--- src/rtl/sequence_generator.sv ---
// Stimulus source for a button/x/y symbol detector: emits one of two fixed
// three-symbol sequences as SETUP / PRESS / GAP phases per symbol, then a done pulse.
module sequence_generator #(
  parameter logic [31:0] SETUP_CYCLES = 32'd0_010_000,
  parameter logic [31:0] PRESS_CYCLES = 32'd0_600_000,
  parameter logic [31:0] GAP_CYCLES   = 32'd0_100_000
) (
  input  logic clk,
  input  logic reset,
  input  logic start,
  input  logic sel,
  input  logic abort,
  output logic x,
  output logic y,
  output logic button,
  output logic busy,
  output logic done
);

  localparam logic [2:0] S_IDLE  = 3'd0;
  localparam logic [2:0] S_SETUP = 3'd1;
  localparam logic [2:0] S_PRESS = 3'd2;
  localparam logic [2:0] S_GAP   = 3'd3;
  localparam logic [2:0] S_DONE  = 3'd4;

  logic [2:0]  state_q, state_d;
  logic [1:0]  idx_q, idx_d;
  logic [31:0] cnt_q, cnt_d;
  logic        sel_q, sel_d;
  logic [1:0]  xy_q, xy_d;
  logic        button_q, button_d;
  logic        busy_q, busy_d;
  logic        done_q, done_d;
  logic        active;

  // Sequence A is (1,0),(1,0),(1,1); sequence B is (1,1) three times.
  function automatic logic [1:0] symbol(input logic s, input logic [1:0] i);
    return (s || (i == 2'd2)) ? 2'b11 : 2'b10;
  endfunction

  assign active = (state_q == S_SETUP) || (state_q == S_PRESS) || (state_q == S_GAP);

  always_comb begin
    state_d = state_q;
    idx_d   = idx_q;
    cnt_d   = cnt_q;
    sel_d   = sel_q;
    xy_d    = xy_q;

    case (state_q)
      S_IDLE: begin
        cnt_d = 32'd0;
        idx_d = 2'd0;
        xy_d  = 2'b00;
        if (start) begin
          sel_d   = sel;
          xy_d    = symbol(sel, 2'd0);
          state_d = S_SETUP;
        end
      end
      S_SETUP: begin
        if (cnt_q == SETUP_CYCLES - 32'd1) begin
          cnt_d   = 32'd0;
          state_d = S_PRESS;
        end else begin
          cnt_d = cnt_q + 32'd1;
        end
      end
      S_PRESS: begin
        if (cnt_q == PRESS_CYCLES - 32'd1) begin
          cnt_d   = 32'd0;
          state_d = S_GAP;
        end else begin
          cnt_d = cnt_q + 32'd1;
        end
      end
      S_GAP: begin
        if (cnt_q == GAP_CYCLES - 32'd1) begin
          cnt_d = 32'd0;
          if (idx_q == 2'd2) begin
            idx_d   = 2'd0;
            xy_d    = 2'b00;
            state_d = S_DONE;
          end else begin
            // x/y only move here, on entry to SETUP, so they are stable around every press.
            idx_d   = idx_q + 2'd1;
            xy_d    = symbol(sel_q, idx_q + 2'd1);
            state_d = S_SETUP;
          end
        end else begin
          cnt_d = cnt_q + 32'd1;
        end
      end
      S_DONE: begin
        cnt_d   = 32'd0;
        idx_d   = 2'd0;
        xy_d    = 2'b00;
        state_d = S_IDLE;
      end
      default: begin
        cnt_d   = 32'd0;
        idx_d   = 2'd0;
        xy_d    = 2'b00;
        state_d = S_IDLE;
      end
    endcase

    // Abort overrides whatever phase transition was due on this edge.
    if (abort && active) begin
      state_d = S_IDLE;
      cnt_d   = 32'd0;
      idx_d   = 2'd0;
      xy_d    = 2'b00;
    end

    button_d = (state_d == S_PRESS);
    busy_d   = (state_d == S_SETUP) || (state_d == S_PRESS) || (state_d == S_GAP);
    done_d   = (state_d == S_DONE);
  end

  always_ff @(posedge clk or posedge reset) begin
    if (reset) begin
      state_q  <= S_IDLE;
      idx_q    <= 2'd0;
      cnt_q    <= 32'd0;
      sel_q    <= 1'b0;
      xy_q     <= 2'b00;
      button_q <= 1'b0;
      busy_q   <= 1'b0;
      done_q   <= 1'b0;
    end else begin
      state_q  <= state_d;
      idx_q    <= idx_d;
      cnt_q    <= cnt_d;
      sel_q    <= sel_d;
      xy_q     <= xy_d;
      button_q <= button_d;
      busy_q   <= busy_d;
      done_q   <= done_d;
    end
  end

  assign x      = xy_q[1];
  assign y      = xy_q[0];
  assign button = button_q;
  assign busy   = busy_q;
  assign done   = done_q;

endmodule

--- config.mk ---
export PLATFORM = sky130hd
export DESIGN_NAME = sequence_generator
export DESIGN_NICKNAME = d
export VERILOG_FILES = /design/src/rtl/sequence_generator.sv
export SDC_FILE = /design/constraint.sdc
export NUM_CORES = 1
export LEC_CHECK = 0
export CORE_MARGIN = 2
export CORE_UTILIZATION = 40
export DETAILED_ROUTE_END_ITERATION = 8
export GPL_ROUTABILITY_DRIVEN = 1
export PLACE_DENSITY_LB_ADDON = 0.2
export SKIP_LAST_GASP = 1
export SYNTH_ARGS = -nofsm -noshare
export SYNTH_HDL_FRONTEND = slang
export SYNTH_SLANG_ARGS = --single-unit
--- constraint.sdc ---
create_clock -name clk -period 5.25 [get_ports clk]
set_clock_uncertainty 0.1 [all_clocks]
set_input_delay 1.05 -clock clk [delete_from_list [all_inputs] [get_ports clk]]
set_output_delay 1.05 -clock clk [all_outputs]
set_load 0.02 [all_outputs]
==> results of run 1 <==
## state kept, by name (all words and copies together) (netlist names)
register	cells
state_q	3
xy_q	2
done	1
sel_q	1
busy	1
button	1
cnt_q	32
idx_q	2
## layout make-up
type | instances | area (sq um) | share of cell area
multi-input cells | 183 | 1147 | 0.4531
flip-flops and latches | 43 | 1076 | 0.4249
repair buffers | 10 | 97.59 | 0.03854
well taps | 72 | 90.09 | 0.03557
clock buffers | 6 | 82.58 | 0.03261
inverters | 9 | 33.78 | 0.01334
clock inverters | 1 | 5.005 | 0.001976
## how the worst max path moves through the flow
stage	endpoint	slack [ns]	depth (start not counted)
floorplan	idx_q[0]	3.05	8
global placement	cnt_q[25]	2.07	5
detailed placement	cnt_q[13]	2.02	5
CTS	cnt_q[13]	2.33	5
global route	cnt_q[10]	2.05	6
finish	cnt_q[2]	2.35	5
## cell usage after synthesis (3+ instances only)
library cell  count  area share
clkbuf_1          3      0.0049
xor2_1            7       0.026
and4_1            5       0.019
nor4_1            7       0.019
inv_1             9       0.015
dfrtp_1          43        0.46
and3_1            5       0.013
or3_1             4       0.011
nand4_1           7       0.019
o21a_1            4       0.013
and2_1            3      0.0081
nor3_1            7       0.015
nor2_1           43       0.070
nand2_1          14       0.023
a21oi_1           5       0.011
xnor2_1          20       0.075
o21ai_0           7       0.015
nand3_1          15       0.032
## worst max-delay path, cell delays in order
cell,delay [ns]
clkdlybuf4s50_1,0.57
nor2_1,0.11
o311ai_0,0.12
o21a_1,0.94
nor2_1,0.12
## where the power goes
| part | internal, mW | switching [mW] |
|---|---|---|
| clock network | 0.103 | 0.109 |
| logic | 0.0276 | 0.0421 |
| registers | 0.340 | 0.00897 |
| total | 0.471 | 0.160 |
## logic make-up after synthesis
family | synth area share
compound gates | 0.08087
simple gates | 0.3019
flops | 0.4636
mux | 0.004313
xor+xnor | 0.1019
buf+inv | 0.04205
fa+ha+maj | 0.005390
## metal layers
layer	vias to the layer above	wire length, um
met5	-	0
met4	0	68
met3	5	110
met2	23	2078
met1	862	2418
li1	873	-
## stage by stage
step | instances | util
after floorplan | 246 | -
after global placement | 317 | 0.4413
after detailed placement | 317 | 0.4413
after CTS | 324 | 0.4571
after global routing | 324 | 0.4571
final | 324 | 0.4571
==> impl_metrics.csv, run 1 <==
group,metric,value,unit
logic_synthesis,synth_warnings,0,
global_routing,grt_pass1_vias,1680,
worst_setup_path,end_kind,"flop",
clock_network,cts_setup_buffers,0,
logic_synthesis,netlist_area,2321,sq um
pwr,total_power,631.2,uW
global_routing,grt_max_degree,44,
floorplanning,num_rows,27,
sta,fin_crit,2.899,ns
global_routing,grt_overflow_total,0,
detailed_routing,vias,1763,
detailed_routing,route.detailed.drc,0,
floorplanning,die_w,80.18,um
floorplanning,start_util,0.4189,
detailed_routing,wl_per_cell,14.43,um
clock_network,hold_buffers,0,
clock_network,tritoncts,"done",
worst_setup_path,crit_start,"abort",
worst_setup_path,arrival,2.93,ns
placement,dp_hpwl,3130,um
placement,routabilityCongestion,0.8407,
logic_synthesis,avgSynthCellArea,9.435,sq um
detailed_routing,drtAntennaViolNets,0,
sta,fin_ws,2.351,ns
logic_synthesis,synth_edf_count,0,
placement,portBuffers,9,
sta,drv_slew,0,
floorplanning,die_h,80.18,um
sta,whs,0.3903,ns
logic_synthesis,async_flop_share,1.000,
logic_synthesis,synth_ff_type,"dfrtp_1",
global_routing,met2_usage,0.2425,
worst_setup_path,timing.reg2reg.setup_slack,2.39,ns
worst_setup_path,reg2reg_depth,6,
sta,relSlewSlack,0.2414,
global_routing,grt_use_total,0.1611,
global_routing,grt-busiest-layer,"met2",
placement,place_area,2445,sq um
cells_and_area,diodes,0,
sta,setup_tns,0,ns
min_path,min_from,"cnt_q[0]",
global_routing,use_met3,0.03596,
sta,timing_hold_violations_final,0,
clock_network,ctsLongestPathBuffers,2,
logic_synthesis,synthCells,246,
cells_and_area,drive_gt1_frac,0.07937,
sta,rsz0062_at_grt,"false",
worst_setup_path,rr_endpoint,"cnt_q[2]",
sta,setup_viol,0,
floorplanning,core,5540,sq um
clock_network,cts_resized,0,
cells_and_area,mostFrequentLayoutCells,"43 x nor2_1, 43 x dfrtp_1, 20 x xnor2_1, 15 x nand3_1, 14 x nand2_1",
pwr,peakVddDrop,0.1729,mV
detailed_routing,drtIter0Drc,104,
flow_run,cap_violations,0,
global_routing,antenna_found_initial,0,
cells_and_area,final_area,2532,sq um
clock_network,clock_latency,0.30,ns
floorplanning,die-area,6428,sq um
placement,place_ws,2.023,ns
run_status,status,"finished clean",
worst_setup_path,worstReg2RegStart,"cnt_q[0]",
pwr,p_per_area,249.2,nW/um^2
detailed_routing,wl,4676,um
global_routing,grt_pass1_wl,7935,um
worst_setup_path,cp-start-kind,"primary input",
worst_setup_path,required,5.28,ns
sta,worstMarginPinSlew,1.138,ns
detailed_routing,viasPerCell,5.441,
worst_setup_path,crit_type,"in -> reg",
clock_network,htree_levels,2,
logic_synthesis,yosysUniqueCellTypes,50,
cells_and_area,area.growth.synth_to_final,9.111,%
clock_network,clk_pin_slew_worst_paths,0.07,ns
logic_synthesis,synth_nets,252,
min_path,hold_path_depth,1,
logic_synthesis,ys_seq_elements,43,
global_routing,use_met1,0.2260,
floorplanning,ios,10,
min_path,whs_endpoint,"cnt_q[0]",
sta,fin_crit_sh,0.5521,
detailed_routing,first_pass_iters,4,
clock_network,cts.sinks,43,
cells_and_area,fillCellCount,559,
pwr,leakage,0.9648,nW
worst_setup_path,crit_fanout,32,
clock_network,cts_buffers,5,
cells_and_area,layout.nets,258,
min_path,hold_class,"reg -> reg",
clock_network,cts_root_buf,"clkbuf_8",
logic_synthesis,ys_seq_area_frac,0.4636,
sta,fmax,345.0,MHz
(Power assumes the default switching activity.)
==> run 2: changes to the inputs <==
==> constraint.sdc (replaced) <==
create_clock -name clk -period 2.4 [get_ports clk]
set_clock_uncertainty 0.1 [all_clocks]
set_input_delay 0.48 -clock clk [delete_from_list [all_inputs] [get_ports clk]]
set_output_delay 0.48 -clock clk [all_outputs]
set_load 0.02 [all_outputs]
==> run 2 against run 1 <==
Largest cell class unchanged; clock-buffer cell count down 1; worst hold slack better by 0.0015 ns; power rose by 120%; non-clock buffer count grew 14; clock power is 120% higher.
==> impl_metrics.csv, run 2 (synthesis gave the netlist of run 1 again) <==
group,metric,value,unit
run_status,status,"finished clean",
sta,fin_crit,2.290,ns
sta,drv_slew,0,
cells_and_area,largest_reg_flops,32,
floorplanning,start_util,0.4189,
floorplanning,ios,10,
min_path,min_from,"cnt_q[0]",
sta,fmax,436.7,MHz
pwr,internal-power,1.014,mW
worst_setup_path,arrival,2.40,ns
sta,worstMarginPinSlew,0.5405,ns
clock_network,cts.sinks,43,
detailed_routing,wl_per_cell,14.20,um
worst_setup_path,cp-start-kind,"flop",
worst_setup_path,required,2.51,ns
worst_setup_path,crit_type,"reg -> reg",
cells_and_area,layout.nets,272,
clock_network,tritoncts,"done",
detailed_routing,drtAntennaViolNets,0,
worst_setup_path,crit_fanout,6,
detailed_routing,drtIter0Drc,85,
cells_and_area,largest-register,"cnt_q",
global_routing,grt_overflow_total,0,
detailed_routing,route.detailed.drc,0,
global_routing,grt_max_degree,44,
worst_setup_path,reg2reg_depth,5,
clock_network,ctsLongestPathBuffers,2,
detailed_routing,first_pass_iters,4,
worst_setup_path,worstReg2RegStart,"cnt_q[0]",
placement,dp_hpwl,3347,um
detailed_routing,viasPerCell,5.351,
cells_and_area,largestRegisters,"cnt_q x32, state_q x3",
cells_and_area,fillCellCount,545,
pwr,total_power,1.386,mW
cells_and_area,register_area,1076,sq um
clock_network,clk_pin_slew_worst_paths,0.08,ns
sta,setup_viol,0,
worst_setup_path,cp-endpoint,"button",
detailed_routing,vias,1814,
clock_network,clock_latency,0.30,ns
global_routing,antenna_found_initial,0,
cells_and_area,multi_input_area,1162,sq um
pwr,p_seq_frac,0.551,
flow_run,cap_violations,0,
cells_and_area,mostFrequentLayoutCells,"43 x nor2_1, 43 x dfrtp_1, 20 x xnor2_1, 15 x nand3_1",
pwr,peakVddDrop,0.2782,mV
cells_and_area,diodes,0,
clock_network,htree_levels,2,
sta,timing_hold_violations_final,0,
sta,fin_crit_sh,0.9541,
cells_and_area,drive_gt1_frac,0.1348,
clock_network,cts_root_buf,"clkbuf_8",
floorplanning,die_h,80.18,um
pwr,comb_power_share,0.119,
clock_network,cts_buffers,5,
worst_setup_path,rr_endpoint,"button",
cells_and_area,area.growth.synth_to_final,14.66,%
floorplanning,core,5540,sq um
pwr,p_per_area,520.7,nW/um^2
global_routing,grt_pass1_wl,8487,um
placement,portBuffers,9,
pwr,switching_power,372.2,uW
min_path,hold_class,"reg -> reg",
cells_and_area,fin_util,0.4804,
cells_and_area,final_cells,339,
worst_setup_path,end_kind,"flop",
floorplanning,die_w,80.18,um
worst_setup_path,timing.reg2reg.setup_slack,0.11,ns
detailed_routing,wl,4814,um
pwr,leakage,1.043,nW
placement,dp_cells,326,
pwr,swShare,0.2686,
sta,whs,0.3918,ns
pwr,power_frac_clock,0.330,
sta,setup_tns,0,ns
global_routing,grt_use_total,0.1672,
floorplanning,die-area,6428,sq um
worst_setup_path,crit_start,"cnt_q[0]",
placement,routabilityCongestion,0.8028,
global_routing,grt_pass1_vias,1811,
floorplanning,num_rows,27,
sta,relSlewSlack,0.6397,
==> run 2: cell count changes in the layout (fill, tap and decap cells not counted), sizes merged <==
cell and delta:
clkinv +2, clkbuf -1, buf +14
==> run 2: power by group through the flow <==
stage | clock network, mW | logic, mW | registers, mW
final | 0.458 | 0.164 | 0.763
after global placement | 0 | 0.166 | 0.778
after global routing | 0.502 | 0.181 | 0.766
after detailed placement | 0 | 0.166 | 0.778
after CTS | 0.467 | 0.167 | 0.763
after floorplan | 0 | 0.0979 | 0.781
==> run 2: area by class of cell <==
class,instances,share of cell area
multi-input cells,183,0.4368
clock buffers,5,0.02586
clock inverters,3,0.005642
well taps,72,0.03385
inverters,9,0.01269
flip-flops and latches,43,0.4043
repair buffers,24,0.08086
==> run 2: critical path, cell delays in order, from the launching register on <==
cell and delay [ns]:
dfrtp_1 0.40, ha_1 0.19, and3_1 0.24, nand4_2 0.19, or4_2 0.78, a311oi_2 0.29
==> run 2: worst min path at each step <==
stage / endpoint / slack, ns / depth (start not counted)
finish: cnt_q[0] / 0.39 / 1
global route: cnt_q[0] / 0.41 / 1
CTS: cnt_q[0] / 0.39 / 1
detailed placement: cnt_q[0] / 0.38 / 1
global placement: cnt_q[0] / 0.36 / 1
floorplan: cnt_q[0] / 0.35 / 1
==> run 2: metrics by stage <==
stage	setup slack (ns)	cell area [sq um]
CTS	0.07202	2609
floorplan	0.1955	2321
global route	-0.003885	2661
finish	0.1101	2661
global placement	0.1490	2525
detailed placement	0.08008	2525
==> run 2: what timing repair did <==
action	CTS	global route
gates resized for setup	0	2
buffers inserted	0	5
hold buffers	0	0
endpoints found under the setup margin	0	2
==> run 2: layer usage <==
metal / global-route usage / routed length [um] / up-vias
met1: 0.2350 / 2412 / 879
met3: 0.03596 / 146 / 9
li1: - / - / 901
met4: 0.05424 / 57 / 0
met5: 0 / 0 / -
met2: 0.2567 / 2196 / 25
